## config.mk

```make
export PLATFORM = sky130hd
export DESIGN_NAME = spi_word_engine_flat
export DESIGN_NICKNAME = d
export VERILOG_FILES = /design/src/rtl/spi_word_pkg.sv /design/src/rtl/spi_word_engine_if.sv /design/src/rtl/spi_half_tick.sv /design/src/rtl/spi_word_engine.sv /design/src/flat_wrapper.sv
export SDC_FILE = /design/constraint.sdc
export NUM_CORES = 1
export LEC_CHECK = 0
export ABC_AREA = 1
export BUFFER_PORTS_ARGS = -buffer_cell sky130_fd_sc_hd__buf_2
export CAP_MARGIN = 20
export CORE_MARGIN = 2
export CORE_UTILIZATION = 50
export CTS_BUF_LIST = sky130_fd_sc_hd__clkbuf_16
export DETAILED_ROUTE_END_ITERATION = 16
export PLACE_DENSITY = 0.77
export SYNTH_ARGS = -nofsm -noshare
export SYNTH_HDL_FRONTEND = slang
export SYNTH_SLANG_ARGS = --single-unit
```

## constraint.sdc

```tcl
create_clock -name bus_clk -period 2 [get_ports bus_clk]
set_clock_uncertainty 0.05 [all_clocks]
set_input_delay 0 -clock bus_clk [delete_from_list [all_inputs] [get_ports bus_clk]]
set_output_delay 0 -clock bus_clk [all_outputs]
set_load 0.005 [all_outputs]
```

## src/rtl/spi_word_pkg.sv

```systemverilog
// spi_word_pkg: shared types and constants for the SPI word engine.
//   - spi_state_e    : engine state encoding (IDLE, SETUP, XFER, HOLD, GAP)
//   - SPI_DATA_W     : default bits per SPI word
//   - SPI_HALF_DIV   : default bus_clk cycles per SCLK half-period
//   - half_cnt_width : width of the half-period down-counter (holds HALF_DIV-1)
//   - bit_cnt_width  : width of the SCLK toggle counter (holds 2*DATA_W-1)
package spi_word_pkg;

    localparam int SPI_DATA_W   = 16;
    localparam int SPI_HALF_DIV = 512;

    typedef enum logic [2:0] {
        IDLE  = 3'd0,
        SETUP = 3'd1,
        XFER  = 3'd2,
        HOLD  = 3'd3,
        GAP   = 3'd4
    } spi_state_e;

    // The counter only ever holds 0..HALF_DIV-1; keep at least one bit.
    function automatic int half_cnt_width(input int half_div);
        return (half_div > 2) ? $clog2(half_div) : 1;
    endfunction

    // One count per SCLK toggle, 2*DATA_W toggles per word.
    function automatic int bit_cnt_width(input int data_w);
        return $clog2(2 * data_w);
    endfunction

endpackage

```

## src/rtl/spi_word_engine_if.sv

```systemverilog
// spi_word_engine_if: host stream handshake plus SPI pin bundle.
//   Host write stream : tx_wren, tx_data -> tx_full, tx_drop
//   Host read stream  : rx_rden -> rx_data, rx_empty, rx_overrun
//   Status            : busy
//   SPI pins          : spi_cs_n, spi_sclk, spi_mosi (engine out), spi_miso (engine in)
// modport master : host / pin-side environment driving the engine.
// modport slave  : the engine itself.
interface spi_word_engine_if #(
    parameter int DATA_W = 16
);
    logic              tx_wren;
    logic [DATA_W-1:0] tx_data;
    logic              tx_full;
    logic              rx_rden;
    logic [DATA_W-1:0] rx_data;
    logic              rx_empty;
    logic              rx_overrun;
    logic              tx_drop;
    logic              busy;
    logic              spi_cs_n;
    logic              spi_sclk;
    logic              spi_mosi;
    logic              spi_miso;

    modport master (
        output tx_wren, tx_data, rx_rden, spi_miso,
        input  tx_full, rx_data, rx_empty, rx_overrun, tx_drop, busy,
               spi_cs_n, spi_sclk, spi_mosi
    );

    modport slave (
        input  tx_wren, tx_data, rx_rden, spi_miso,
        output tx_full, rx_data, rx_empty, rx_overrun, tx_drop, busy,
               spi_cs_n, spi_sclk, spi_mosi
    );
endinterface

```

## src/rtl/spi_half_tick.sv

```systemverilog
// spi_half_tick: loadable down-counter that emits a one-cycle registered
// pulse every HALF_DIV cycles. A restart reloads the count so the first
// pulse after a state change lands exactly HALF_DIV cycles later.
//   clk     : bus clock
//   srst    : synchronous active-high reset (count cleared)
//   restart : reload the counter this edge
//   tick    : one-cycle expiry pulse
module spi_half_tick
    import spi_word_pkg::*;
#(
    parameter int HALF_DIV = SPI_HALF_DIV,
    parameter int CNT_W    = half_cnt_width(HALF_DIV)
) (
    input  logic clk,
    input  logic srst,
    input  logic restart,
    output logic tick
);

    localparam logic [CNT_W-1:0] RELOAD = CNT_W'(HALF_DIV - 1);
    localparam logic [CNT_W-1:0] ZERO   = {CNT_W{1'b0}};
    localparam logic [CNT_W-1:0] ONE    = CNT_W'(1);

    logic [CNT_W-1:0] cnt_q, cnt_d;
    logic             tick_q, tick_d;

    // Next count: reload on restart or expiry, otherwise count down.
    always_comb begin
        cnt_d = cnt_q;
        if (restart) begin
            cnt_d = RELOAD;
        end else if (cnt_q == ZERO) begin
            cnt_d = RELOAD;
        end else begin
            cnt_d = cnt_q - ONE;
        end
        // Registering the zero-detect of the next count keeps tick aligned
        // with cnt_q == 0 while still coming straight from a flop.
        tick_d = (cnt_d == ZERO);
    end

    // Counter and pulse registers.
    always_ff @(posedge clk) begin
        if (srst) begin
            cnt_q  <= ZERO;
            tick_q <= 1'b0;
        end else begin
            cnt_q  <= cnt_d;
            tick_q <= tick_d;
        end
    end

    assign tick = tick_q;

endmodule

```

## src/rtl/spi_word_engine.sv

```systemverilog
// spi_word_engine: full-duplex SPI mode-0 master for DATA_W-bit words.
// A word written on the host write stream is parked in a holding register,
// shifted out MSB-first on MOSI while MISO is captured, and the received word
// is presented on a first-word-fall-through read stream.
//   bus_clk : sole clock
//   srst    : synchronous active-high reset, aborts any transfer
//   bus     : spi_word_engine_if.slave (host streams, status, SPI pins)
// Frame timing, each phase HALF_DIV cycles: SETUP (CS low, SCLK low),
// 2*DATA_W SCLK half-periods in XFER, HOLD (CS still low), GAP (CS high).
module spi_word_engine
    import spi_word_pkg::*;
#(
    parameter int DATA_W   = SPI_DATA_W,
    parameter int HALF_DIV = SPI_HALF_DIV
) (
    input  logic             bus_clk,
    input  logic             srst,
    spi_word_engine_if.slave bus
);

    localparam int HALF_W = half_cnt_width(HALF_DIV);
    localparam int BIT_W  = bit_cnt_width(DATA_W);
    localparam logic [BIT_W-1:0] LAST_TOGGLE = BIT_W'(2 * DATA_W - 1);
    localparam logic [BIT_W-1:0] BIT_ZERO    = {BIT_W{1'b0}};
    localparam logic [BIT_W-1:0] BIT_ONE     = BIT_W'(1);

    spi_state_e        state_q, state_d;
    logic [DATA_W-1:0] hold_q, hold_d;
    logic [DATA_W-1:0] tx_sh_q, tx_sh_d;
    logic [DATA_W-1:0] rx_sh_q, rx_sh_d;
    logic [DATA_W-1:0] rx_data_q, rx_data_d;
    logic [BIT_W-1:0]  bit_cnt_q, bit_cnt_d;
    logic              tx_full_q, tx_full_d;
    logic              rx_empty_q, rx_empty_d;
    logic              rx_overrun_q, rx_overrun_d;
    logic              tx_drop_q, tx_drop_d;
    logic              busy_q, busy_d;
    logic              cs_n_q, cs_n_d;
    logic              sclk_q, sclk_d;
    logic              mosi_q, mosi_d;

    logic tick_s;
    logic restart_s;
    logic tx_drain_s;
    logic tx_accept_s;
    logic rx_wr_s;

    // Any state change restarts the half-period timer.
    assign restart_s = (state_d != state_q);

    spi_half_tick #(
        .HALF_DIV (HALF_DIV),
        .CNT_W    (HALF_W)
    ) u_half_tick (
        .clk     (bus_clk),
        .srst    (srst),
        .restart (restart_s),
        .tick    (tick_s)
    );

    // Holding register handshake. Leaving IDLE empties the holding register
    // on the same edge, so a write in that cycle still finds room.
    always_comb begin
        tx_drain_s  = (state_q == IDLE) && tx_full_q;
        tx_accept_s = bus.tx_wren && (!tx_full_q || tx_drain_s);
        if (tx_accept_s) begin
            hold_d    = bus.tx_data;
            tx_full_d = 1'b1;
        end else if (tx_drain_s) begin
            hold_d    = hold_q;
            tx_full_d = 1'b0;
        end else begin
            hold_d    = hold_q;
            tx_full_d = tx_full_q;
        end
        tx_drop_d = tx_drop_q | (bus.tx_wren & ~tx_accept_s);
    end

    // Frame sequencer and shift registers.
    always_comb begin
        state_d   = state_q;
        tx_sh_d   = tx_sh_q;
        rx_sh_d   = rx_sh_q;
        bit_cnt_d = bit_cnt_q;
        cs_n_d    = cs_n_q;
        sclk_d    = sclk_q;
        mosi_d    = mosi_q;
        rx_wr_s   = 1'b0;
        case (state_q)
            IDLE: begin
                sclk_d    = 1'b0;
                bit_cnt_d = BIT_ZERO;
                if (tx_full_q) begin
                    state_d = SETUP;
                    tx_sh_d = hold_q;
                    cs_n_d  = 1'b0;
                    mosi_d  = hold_q[DATA_W-1];
                end else begin
                    cs_n_d = 1'b1;
                    mosi_d = 1'b0;
                end
            end
            SETUP: begin
                if (tick_s) begin
                    state_d = XFER;
                end else begin
                    state_d = SETUP;
                end
            end
            XFER: begin
                if (tick_s) begin
                    sclk_d    = ~sclk_q;
                    bit_cnt_d = bit_cnt_q + BIT_ONE;
                    if (!sclk_q) begin
                        // Rising SCLK: capture MISO.
                        rx_sh_d = {rx_sh_q[DATA_W-2:0], bus.spi_miso};
                    end else begin
                        // Falling SCLK: present the next bit.
                        tx_sh_d = {tx_sh_q[DATA_W-2:0], 1'b0};
                        mosi_d  = tx_sh_q[DATA_W-2];
                    end
                    if (bit_cnt_q == LAST_TOGGLE) begin
                        state_d   = HOLD;
                        bit_cnt_d = BIT_ZERO;
                    end else begin
                        state_d = XFER;
                    end
                end else begin
                    state_d = XFER;
                end
            end
            HOLD: begin
                if (tick_s) begin
                    state_d = GAP;
                    cs_n_d  = 1'b1;
                    mosi_d  = 1'b0;
                    rx_wr_s = 1'b1;
                end else begin
                    state_d = HOLD;
                end
            end
            GAP: begin
                mosi_d = 1'b0;
                if (tick_s) begin
                    state_d = IDLE;
                end else begin
                    state_d = GAP;
                end
            end
            default: begin
                state_d = IDLE;
                cs_n_d  = 1'b1;
                sclk_d  = 1'b0;
                mosi_d  = 1'b0;
            end
        endcase
        busy_d = (state_d != IDLE);
    end

    // Receive register: a read in the same cycle as a new word consumes the
    // old one, so only an unread overwrite counts as overrun.
    always_comb begin
        rx_data_d    = rx_data_q;
        rx_empty_d   = rx_empty_q;
        rx_overrun_d = rx_overrun_q;
        if (rx_wr_s) begin
            rx_data_d  = rx_sh_q;
            rx_empty_d = 1'b0;
            if (!rx_empty_q && !bus.rx_rden) begin
                rx_overrun_d = 1'b1;
            end else begin
                rx_overrun_d = rx_overrun_q;
            end
        end else if (bus.rx_rden && !rx_empty_q) begin
            rx_empty_d = 1'b1;
        end else begin
            rx_empty_d = rx_empty_q;
        end
    end

    // All engine state and registered outputs.
    always_ff @(posedge bus_clk) begin
        if (srst) begin
            state_q      <= IDLE;
            hold_q       <= {DATA_W{1'b0}};
            tx_sh_q      <= {DATA_W{1'b0}};
            rx_sh_q      <= {DATA_W{1'b0}};
            rx_data_q    <= {DATA_W{1'b0}};
            bit_cnt_q    <= BIT_ZERO;
            tx_full_q    <= 1'b0;
            rx_empty_q   <= 1'b1;
            rx_overrun_q <= 1'b0;
            tx_drop_q    <= 1'b0;
            busy_q       <= 1'b0;
            cs_n_q       <= 1'b1;
            sclk_q       <= 1'b0;
            mosi_q       <= 1'b0;
        end else begin
            state_q      <= state_d;
            hold_q       <= hold_d;
            tx_sh_q      <= tx_sh_d;
            rx_sh_q      <= rx_sh_d;
            rx_data_q    <= rx_data_d;
            bit_cnt_q    <= bit_cnt_d;
            tx_full_q    <= tx_full_d;
            rx_empty_q   <= rx_empty_d;
            rx_overrun_q <= rx_overrun_d;
            tx_drop_q    <= tx_drop_d;
            busy_q       <= busy_d;
            cs_n_q       <= cs_n_d;
            sclk_q       <= sclk_d;
            mosi_q       <= mosi_d;
        end
    end

    assign bus.tx_full    = tx_full_q;
    assign bus.rx_data    = rx_data_q;
    assign bus.rx_empty   = rx_empty_q;
    assign bus.rx_overrun = rx_overrun_q;
    assign bus.tx_drop    = tx_drop_q;
    assign bus.busy       = busy_q;
    assign bus.spi_cs_n   = cs_n_q;
    assign bus.spi_sclk   = sclk_q;
    assign bus.spi_mosi   = mosi_q;

endmodule
```

## src/flat_wrapper.sv

```systemverilog
// flat-port wrapper written by rule: the top's interface ports become plain ports
module spi_word_engine_flat import spi_word_pkg::*;
#(
    parameter int DATA_W   = SPI_DATA_W,
    parameter int HALF_DIV = SPI_HALF_DIV
)
  (bus_clk, srst, bus_tx_wren, bus_tx_data, bus_rx_rden, bus_spi_miso, bus_tx_full, bus_rx_data, bus_rx_empty, bus_rx_overrun, bus_tx_drop, bus_busy, bus_spi_cs_n, bus_spi_sclk, bus_spi_mosi);
  spi_word_engine_if #(.DATA_W(DATA_W)) bus_i ();
  input  logic bus_clk;
  input  logic srst;
  input wire logic [$bits(bus_i.tx_wren)-1:0] bus_tx_wren;
  input wire logic [$bits(bus_i.tx_data)-1:0] bus_tx_data;
  input wire logic [$bits(bus_i.rx_rden)-1:0] bus_rx_rden;
  input wire logic [$bits(bus_i.spi_miso)-1:0] bus_spi_miso;
  output wire logic [$bits(bus_i.tx_full)-1:0] bus_tx_full;
  output wire logic [$bits(bus_i.rx_data)-1:0] bus_rx_data;
  output wire logic [$bits(bus_i.rx_empty)-1:0] bus_rx_empty;
  output wire logic [$bits(bus_i.rx_overrun)-1:0] bus_rx_overrun;
  output wire logic [$bits(bus_i.tx_drop)-1:0] bus_tx_drop;
  output wire logic [$bits(bus_i.busy)-1:0] bus_busy;
  output wire logic [$bits(bus_i.spi_cs_n)-1:0] bus_spi_cs_n;
  output wire logic [$bits(bus_i.spi_sclk)-1:0] bus_spi_sclk;
  output wire logic [$bits(bus_i.spi_mosi)-1:0] bus_spi_mosi;
  assign bus_i.tx_wren = bus_tx_wren;
  assign bus_i.tx_data = bus_tx_data;
  assign bus_i.rx_rden = bus_rx_rden;
  assign bus_i.spi_miso = bus_spi_miso;
  assign bus_tx_full = bus_i.tx_full;
  assign bus_rx_data = bus_i.rx_data;
  assign bus_rx_empty = bus_i.rx_empty;
  assign bus_rx_overrun = bus_i.rx_overrun;
  assign bus_tx_drop = bus_i.tx_drop;
  assign bus_busy = bus_i.busy;
  assign bus_spi_cs_n = bus_i.spi_cs_n;
  assign bus_spi_sclk = bus_i.spi_sclk;
  assign bus_spi_mosi = bus_i.spi_mosi;
  spi_word_engine #(.DATA_W(DATA_W), .HALF_DIV(HALF_DIV)) u_core (.bus_clk(bus_clk), .srst(srst), .bus(bus_i));
endmodule
```

# Word-level counts from Yosys, hierarchy flattened

Cells that the tools add are included.

Flip-flop bits (word level): 89
Bits of input ports: 21
Output and inout bits: 24
Logic and storage cells: 91

$add $sub $neg: 2
Equal/unequal tests: 10
Mux-type cells: 32
Bitwise gates (word level): 7
Reductions and logical operators: 24

Operators by type and width:

| operator              | number |
|---|---|
| $mux W15              | 3 |
| $pmux W15 S2          | 1 |
| $logic_not A9 Y1      | 2 |
| $mux W9               | 2 |
| $mux W1               | 15 |
| $pmux W3 S5           | 1 |
| $mux W5               | 2 |
| $pmux W5 S2           | 1 |
| $mux W3               | 3 |
| $sub A9 B1 Y9 const B | 1 |
| $reduce_and A2 Y1     | 4 |
| $reduce_and A4 Y1     | 2 |
| $eq A3 B2 Y1 const B  | 2 |
| $reduce_bool A2 Y1    | 3 |
| $reduce_or A3 Y1      | 2 |
| $add A5 B1 Y5 const B | 1 |
| $eq A5 B5 Y1 const B  | 1 |
| $not A1 Y1            | 5 |
| $logic_and A1 B1 Y1   | 4 |
| $ne A2 B1 Y1 const B  | 2 |
| $ne A2 B2 Y1 const B  | 2 |
| $pmux W1 S4           | 1 |
| $eq A3 B1 Y1 const B  | 1 |
| $eq A3 B3 Y1 const B  | 1 |
| other kinds (11)      | 13 |

# Longest topological paths before layout

Gate-level depths: netlist of the first run.

Depth in word-level cells: 7
Mapped depth: 10
Gate-level depth less buffers: 10

# Cells and area by module

From an unflattened synthesis of the first run, not the netlist that was laid out.

Cell total of the unflattened synthesis: 532
Area, all modules: 3806.2 µm²

By module, submodules not included:

| module          | instances | cells each | area an instance (µm²) | sequential area each (µm²) |
|---|---|---|---|---|
| spi_word_engine | 1         | 451        | 3250.6                 | 1581.5 |
| spi_half_tick   | 1         | 81         | 555.5                  | 200.2 |

# Worst setup path before layout of the first run

No wires, ideal clock.

Path type: flip-flop to flip-flop
Start point: register u_core.bit_cnt_q[0]
End point: register u_core.u_half_tick.cnt_q[4]
Arrival time: 1.443 ns
Required time: 1.835 ns
Slack: 0.391 ns
Stages on the path, launching flop included: 11
Period minus slack after synthesis: 1.609 ns
Cell sequence: dfxtp_1 > ha_1 > nand2_1 > nor2_1 > ha_1 > nand4_1 > nand3_1 > nand2_1 > nand2_1 > o21ai_0 > inv_1

Cells in the longest elaborated chain, start to end: 6

RTL lines:

| item                   | RTL line               | text |
|---|---|---|
| from (decl)            | spi_word_engine.sv:32  | `logic [BIT_W-1:0] bit_cnt_q, bit_cnt_d;` |
| from (signal assigned) | spi_word_engine.sv:204 | `bit_cnt_q <= bit_cnt_d;` |
| $eq A5 B5 Y1           | spi_word_engine.sv:122 | `if (bit_cnt_q == LAST_TOGGLE) begin` |
| $mux W1                | spi_word_engine.sv:122 |  |
| $mux W1                | spi_word_engine.sv:111 | `if (tick_s) begin` |
| $pmux W3 S5            | spi_word_engine.sv:89  | `case (state_q)` |
| $ne A3 B3 Y1           | spi_word_engine.sv:49  | `assign restart_s = (state_d != state_q);` |
| $mux W9                | spi_half_tick.sv:30    | `if (restart) begin` |
| to (signal assigned)   | spi_half_tick.sv:48    | `cnt_q <= cnt_d;` |
| to (decl)              | spi_half_tick.sv:24    | `logic [CNT_W-1:0] cnt_q, cnt_d;` |

No other way between the ends.
A chain may end at the register's enable or synchronous reset.

# Final worst setup path of the first run

Start point: register u_core.bit_cnt_q[0]
End point: register u_core.u_half_tick.cnt_q[6]

Same word-level chain as after synthesis.

==> impl_metrics.yaml, run 1 <==
worst_setup_path:
  r2r-end: "u_core.u_half_tick.cnt_q[6]$_SDFF_PP0_"
  crit_slowest_cell: "dfxtp_1"
  worstPathRequired_ns: 2.17
  path_cells: "ha_1 -> nand2_1 -> nor2_1 -> ha_1 -> nand4_1 -> nand3_1 -> nand2_1 -> nand2_1 -> o21ai_0 -> inv_1"
  critPathLaunch: "u_core.bit_cnt_q[0]$_SDFFE_PP0P_"
  cp-start-kind: "flop"
  crit_type: "reg2reg"
  critical_path.max_stage_delay_ns: 0.34
  crit_top_cell: "nand2_1"
  end_kind: "flop"
  worst-r2r-cell-count: 10
  r2r_slack_ns: 0.17
  cp.arrival_ns: 2.00
  crit_fanout: 8
  r2r_start: "u_core.bit_cnt_q[0]$_SDFFE_PP0P_"
power_and_ir_drop:
  p_per_area_nw_per_um2: 946
  power_mw: 4.21
  ir_drop_mv: 0.556
  cellLeakagePower_nw: 2.05
clocking:
  numCtsBuffers: 9
  worstSkewPairLatency_ns: 0.33
  clkTransAtPathRegs_ns: 0.06
  h-tree-depth: 3
  clock-root-buffer: "clkbuf_16"
  clock_path_buffers: 2
  cts_tree: "yes"
  clock-sinks: 89
placement:
  port_buffers: 44
  place_area_sq_um: 3930
  dp_hpwl_mm: 5.07
  globalplace.congestion: 0.804
  placed_cells: 635
  dp_slack_ns: 0.195
cells_and_area:
  diodes: 0
  fin_area_sq_um: 4450
  fin_cells: 671
  final_cell_mix: "150 x nor2_1, 89 x dfxtp_1, 82 x nand2_1"
  fillers: 606
  syn2layout_area_growth_pct: 20.9
  fin_nets: 591
  layout_commonest_cell: "nor2_1"
  drive_gt1_frac: 0.154
logic_synthesis:
  ys_seq_area_frac: 0.484
  syn_avg_cell_area_sq_um: 7.23
  syn_inst: 509
  syn_area_sq_um: 3680
  ys_ff_latch: 89
  yosysWarningCount: 0
  synth_cell_type_count: 31
  syn_nets: 533
sta:
  period_share: 0.915
  finalHoldViolations: 0
  worst_pin_slew_ns: 0.508
  drv_slew: 0
  post-route-min-period_ns: 1.83
  rsz0062_at_grt: "false"
  relSlewSlack: 0.659
  setup_slack_ns: 0.170
  fin_setup_tns_ns: 0
  fmax_ghz: 0.546
  setup_viol: 0
drt:
  dr.pass1.iters: 4
  wl_per_cell_microns: 11.8
  viasPerCell: 5.02
  drt_iter0_drc: 152
  antenna_left: 0
  routed_wl_mm: 7.93
  num_vias: 3370
  drc_errors: 0
grt:
  global_route.usage.total: 0.206
  grt_max_degree: 50
  antenna_found_initial: 0
  grt_pass1_wl_mm: 13.9
  gr-total-overflow: 0
  first_global_vias: 3258
min_path:
  worstHoldEndpoint: "u_core.bus.tx_drop$_SDFF_PP0_"
  hold_depth: 2
  hp-start: "u_core.bus.tx_drop$_SDFF_PP0_"
  min_path_type: "reg2reg"
floorplan:
  core_sq_um: 7180
  die_h_microns: 89.8
  io_pins: 45
  initial_core_util: 0.513
  die_x_microns: 89.8
  rows: 31
  die_area_sq_um: 8060
status:
  status: "finished, final reports clean"
job:
  cap_violations: 0
layer usage:
metal  vias to the layer above  global-route usage  wire (microns)
met5                         -                   0               0
met4                         0              0.0795             106
met1                      1563               0.238            3580
li1                       1738                   -               -
met3                         9              0.0486             316
met2                        60               0.371            3920
per-stage QoR:
stage / hold WS [ns] / utilization
CTS: 0.386 / 0.620
floorplan: 0.110 / -
detailed placement: 0.206 / 0.548
finish: 0.397 / 0.620
global route: 0.416 / 0.620
global placement: 0.201 / 0.548
cells in the mapped netlist (all sizes together):
master	number	area share
clkbuf	10	0.011
buf	12	0.025
o22ai	1	0.0017
o211ai	1	0.0020
xnor2	1	0.0024
nor2	154	0.16
nand3	17	0.023
ha	3	0.010
nand3b	1	0.0020
dfxtp	89	0.48
a31oi	4	0.0068
a21oi	15	0.020
inv	30	0.031
clkinv	1	0.0014
nand2	90	0.10
xor2	1	0.0024
nand4	5	0.0085
o21ai	70	0.095
o21a	1	0.0020
nor3	3	0.0068
worst max path at each step:
stage | depth (start not counted) | slack, ns | end
2_1_floorplan | 10 | 0.39 | u_core.u_half_tick.cnt_q[4]$_SDFF_PP0_
3_3_place_gp | 10 | 0.27 | u_core.u_half_tick.cnt_q[4]$_SDFF_PP0_
3_5_place_dp | 10 | 0.20 | u_core.u_half_tick.cnt_q[6]$_SDFF_PP0_
4_1_cts | 10 | 0.18 | u_core.u_half_tick.cnt_q[6]$_SDFF_PP0_
5_1_grt | 10 | 0.05 | u_core.u_half_tick.cnt_q[6]$_SDFF_PP0_
6_report | 10 | 0.17 | u_core.u_half_tick.cnt_q[6]$_SDFF_PP0_
where the power goes:
group	leakage (nW)	total (mW)	switching, mW	internal [mW]
sequential	0.727	1.93	0.0634	1.87
clock	0.153	1.78	0.689	1.09
combinational	1.17	0.492	0.299	0.193
total	2.05	4.21	1.05	3.16
registers in the layout (all words and copies together), names as in the netlist, 3 cells and up:
signal                    cells
u_core.u_half_tick.cnt_q      9
u_core.state_q                3
u_core.bus.rx_data           16
u_core.rx_sh_q               16
u_core.tx_sh_q               15
u_core.bit_cnt_q              5
u_core.hold_q                16
area by class of cell:
type | count | area (sq um) | share of cell area
well taps | 99 | 124 | 0.0278
flip-flops and latches | 89 | 1780 | 0.400
multi-input cells | 367 | 1650 | 0.370
repair buffers | 69 | 458 | 0.103
clock buffers | 9 | 225 | 0.0506
inverters | 31 | 120 | 0.0270
clock inverters | 7 | 93.8 | 0.0211
worst max-delay path, delay by kind of cell (launching register included):
| family | cells | cell delay (ns) |
|---|---|---|
| adders and majority gates | 2 | 0.43 |
| DFF | 1 | 0.34 |
| buffers and inverters | 1 | 0.06 |
| AOI/OAI and AO/OA | 1 | 0.17 |
| and+or+nand+nor | 6 | 0.67 |
repair_timing:
item / CTS / global route
hold buffers: 20 / 0
buffers inserted: 0 / 0
setup endpoints to repair: 0 / 0
resized for setup: 0 / 0
endpoints found under the hold margin: 21 / 0
logic make-up (layout without fill, tap and decap cells):
| family | count (synthesis) | in the layout | synth area share |
|---|---|---|---|
| compound gates | 92 | 92 | 0.128 |
| xor+xnor | 2 | 2 | 0.00476 |
| fa+ha+maj | 3 | 3 | 0.0102 |
| buf+inv | 53 | 116 | 0.0687 |
| flops | 89 | 89 | 0.484 |
| simple gates | 270 | 270 | 0.304 |
(Power assumes the default switching activity.)
==> run 2, diff against run 1 <==
--- a/config.mk
+++ b/config.mk
@@ -7,12 +7,12 @@
 export LEC_CHECK = 0
 export ABC_AREA = 1
 export BUFFER_PORTS_ARGS = -buffer_cell sky130_fd_sc_hd__buf_2
-export CAP_MARGIN = 20
 export CORE_MARGIN = 2
 export CORE_UTILIZATION = 50
 export CTS_BUF_LIST = sky130_fd_sc_hd__clkbuf_16
 export DETAILED_ROUTE_END_ITERATION = 16
 export PLACE_DENSITY = 0.77
+export REMOVE_ABC_BUFFERS = 1
 export SYNTH_ARGS = -nofsm -noshare
 export SYNTH_HDL_FRONTEND = slang
 export SYNTH_SLANG_ARGS = --single-unit
==> run 2 against run 1 <==
Global-route usage decreased by 0.30 points; core utilization down 0.56 points; flip-flop and latch count unchanged; maximum frequency up 3.7%; wire length decreased by 1.6%; critical path depth stayed put; worst setup slack improved by 0.065 ns; worst hold slack got worse by 0.37 ns; clock power down 10%; critical path type unchanged.
==> impl_metrics.yaml, run 2 (synthesis results as in run 1) <==
clocking:
  numCtsBuffers: 9
  worstSkewPairLatency_ns: 0.33
  clkTransAtPathRegs_ns: 0.06
  post_cts_buffers: 0
  cts_tree: "yes"
  clock-sinks: 89
  clock-root-buffer: "clkbuf_16"
  h-tree-depth: 3
  clock_path_buffers: 2
floorplan:
  rows: 31
  die_x_microns: 89.8
  die_area_sq_um: 8060
  io_pins: 45
  die_h_microns: 89.8
  core_sq_um: 7180
  initial_core_util: 0.513
drt:
  drt_iter0_drc: 144
  num_vias: 3368
  dr.pass1.iters: 5
  routed_wl_mm: 7.80
  wl_per_cell_microns: 11.6
  antenna_left: 0
  viasPerCell: 5.03
  drc_errors: 0
grt:
  grt_pass1_wl_mm: 13.8
  first_global_vias: 3194
  antenna_found_initial: 0
  global_route.usage.total: 0.203
  gr-total-overflow: 0
  grt_max_degree: 49
cells_and_area:
  fin_area_sq_um: 4410
  layout_commonest_cell: "nor2_1"
  drive_gt1_frac: 0.156
  diodes: 0
  final_cell_mix: "150 x nor2_1, 89 x dfxtp_1, 81 x nand2_1"
  fin_nets: 590
  fin_cells: 670
  post-route-util: 0.614
  syn2layout_area_growth_pct: 19.8
sta:
  setup_slack_ns: 0.235
  rsz0062_at_grt: "false"
  relSlewSlack: 0.639
  fin_setup_tns_ns: 0
  finalHoldViolations: 0
  setup_viol: 0
  drv_slew: 0
  hold_slack_ns: 0.0232
  period_share: 0.883
  post-route-min-period_ns: 1.77
  worst_pin_slew_ns: 0.539
  fmax_ghz: 0.566
power_and_ir_drop:
  ir_drop_mv: 0.630
  power_mw: 4.04
  p_per_area_nw_per_um2: 916
  cellLeakagePower_nw: 2.04
placement:
  port_buffers: 44
  dp_slack_ns: 0.200
  globalplace.congestion: 0.889
  dp_hpwl_mm: 5.04
  placed_cells: 635
  place_area_sq_um: 3930
job:
  cap_violations: 0
worst_setup_path:
  crit_slowest_cell: "dfxtp_1"
  worstPathRequired_ns: 2.17
  cp-start-kind: "flop"
  crit_fanout: 8
  critical_path.max_stage_delay_ns: 0.33
  crit_type: "reg2reg"
  r2r_slack_ns: 0.23
  cp.arrival_ns: 1.94
  path_cells: "ha_1 -> nand2_1 -> nor2_1 -> ha_1 -> nand4_1 -> nand3_1 -> nand2_2 -> nand2_1 -> o21ai_0 -> inv_1"
  end_kind: "flop"
min_path:
  min_path_type: "in2reg"
status:
  status: "finished, final reports clean"
run 2: cell count changes in the layout (fill, tap and decap cells not counted), sizes merged:
cell,previous run,this run
dlygate4sd3,20,19
inv,31,30
bufinv,2,1
clkinv,4,6
run 2: power by group:
group,leakage (nW),internal (mW),switching [mW]
sequential,0.727,1.87,0.0656
clock,0.142,0.953,0.650
combinational,1.17,0.193,0.305
run 2: what timing repair did:
action | in CTS | in global routing
endpoints found under the hold margin | 20 | 0
gates resized for setup | 0 | 1
hold buffers | 19 | 0
endpoints found under the setup margin | 0 | 2
run 2: critical path, delay by kind of cell (launching register included):
family	cells	cell delay, ns
adder cells (fa/ha/maj)	2	0.42
AND/OR/NAND/NOR	6	0.61
flip-flops	1	0.33
AO/OA/AOI/OAI	1	0.20
buffers and inverters	1	0.06
run 2: cell type report:
type,count,area (sq um)
clock buffers,9,225
clock inverters,7,61.3
inverters,31,120
well taps,99,124
repair buffers,68,448
flip-flops and latches,89,1780
fillers,630,2770
multi-input cells,367,1650
run 2: path summary, 6_finish.rpt:
path / end / depth (start not counted) / from
max: u_core.u_half_tick.cnt_q[6]$_SDFF_PP0_ / 10 / u_core.bit_cnt_q[0]$_SDFFE_PP0P_
min: u_core.u_half_tick.cnt_q[8]$_SDFF_PP0_ / 2 / srst
max reg2reg: u_core.u_half_tick.cnt_q[6]$_SDFF_PP0_ / 10 / u_core.bit_cnt_q[0]$_SDFFE_PP0P_
min reg2reg: u_core.bus.tx_drop$_SDFF_PP0_ / 2 / u_core.bus.tx_drop$_SDFF_PP0_
run 2: per-layer routing:
layer  routed length [microns]  vias to the layer above  global-route usage  part of all wire
met1                      3580                     1554               0.243              0.46
met2                      3740                       69               0.358              0.48
met5                         0                        -                   0                 0
met4                       170                        0              0.0910             0.022
li1                          -                     1731                   -                 -
met3                       308                       14              0.0360             0.039
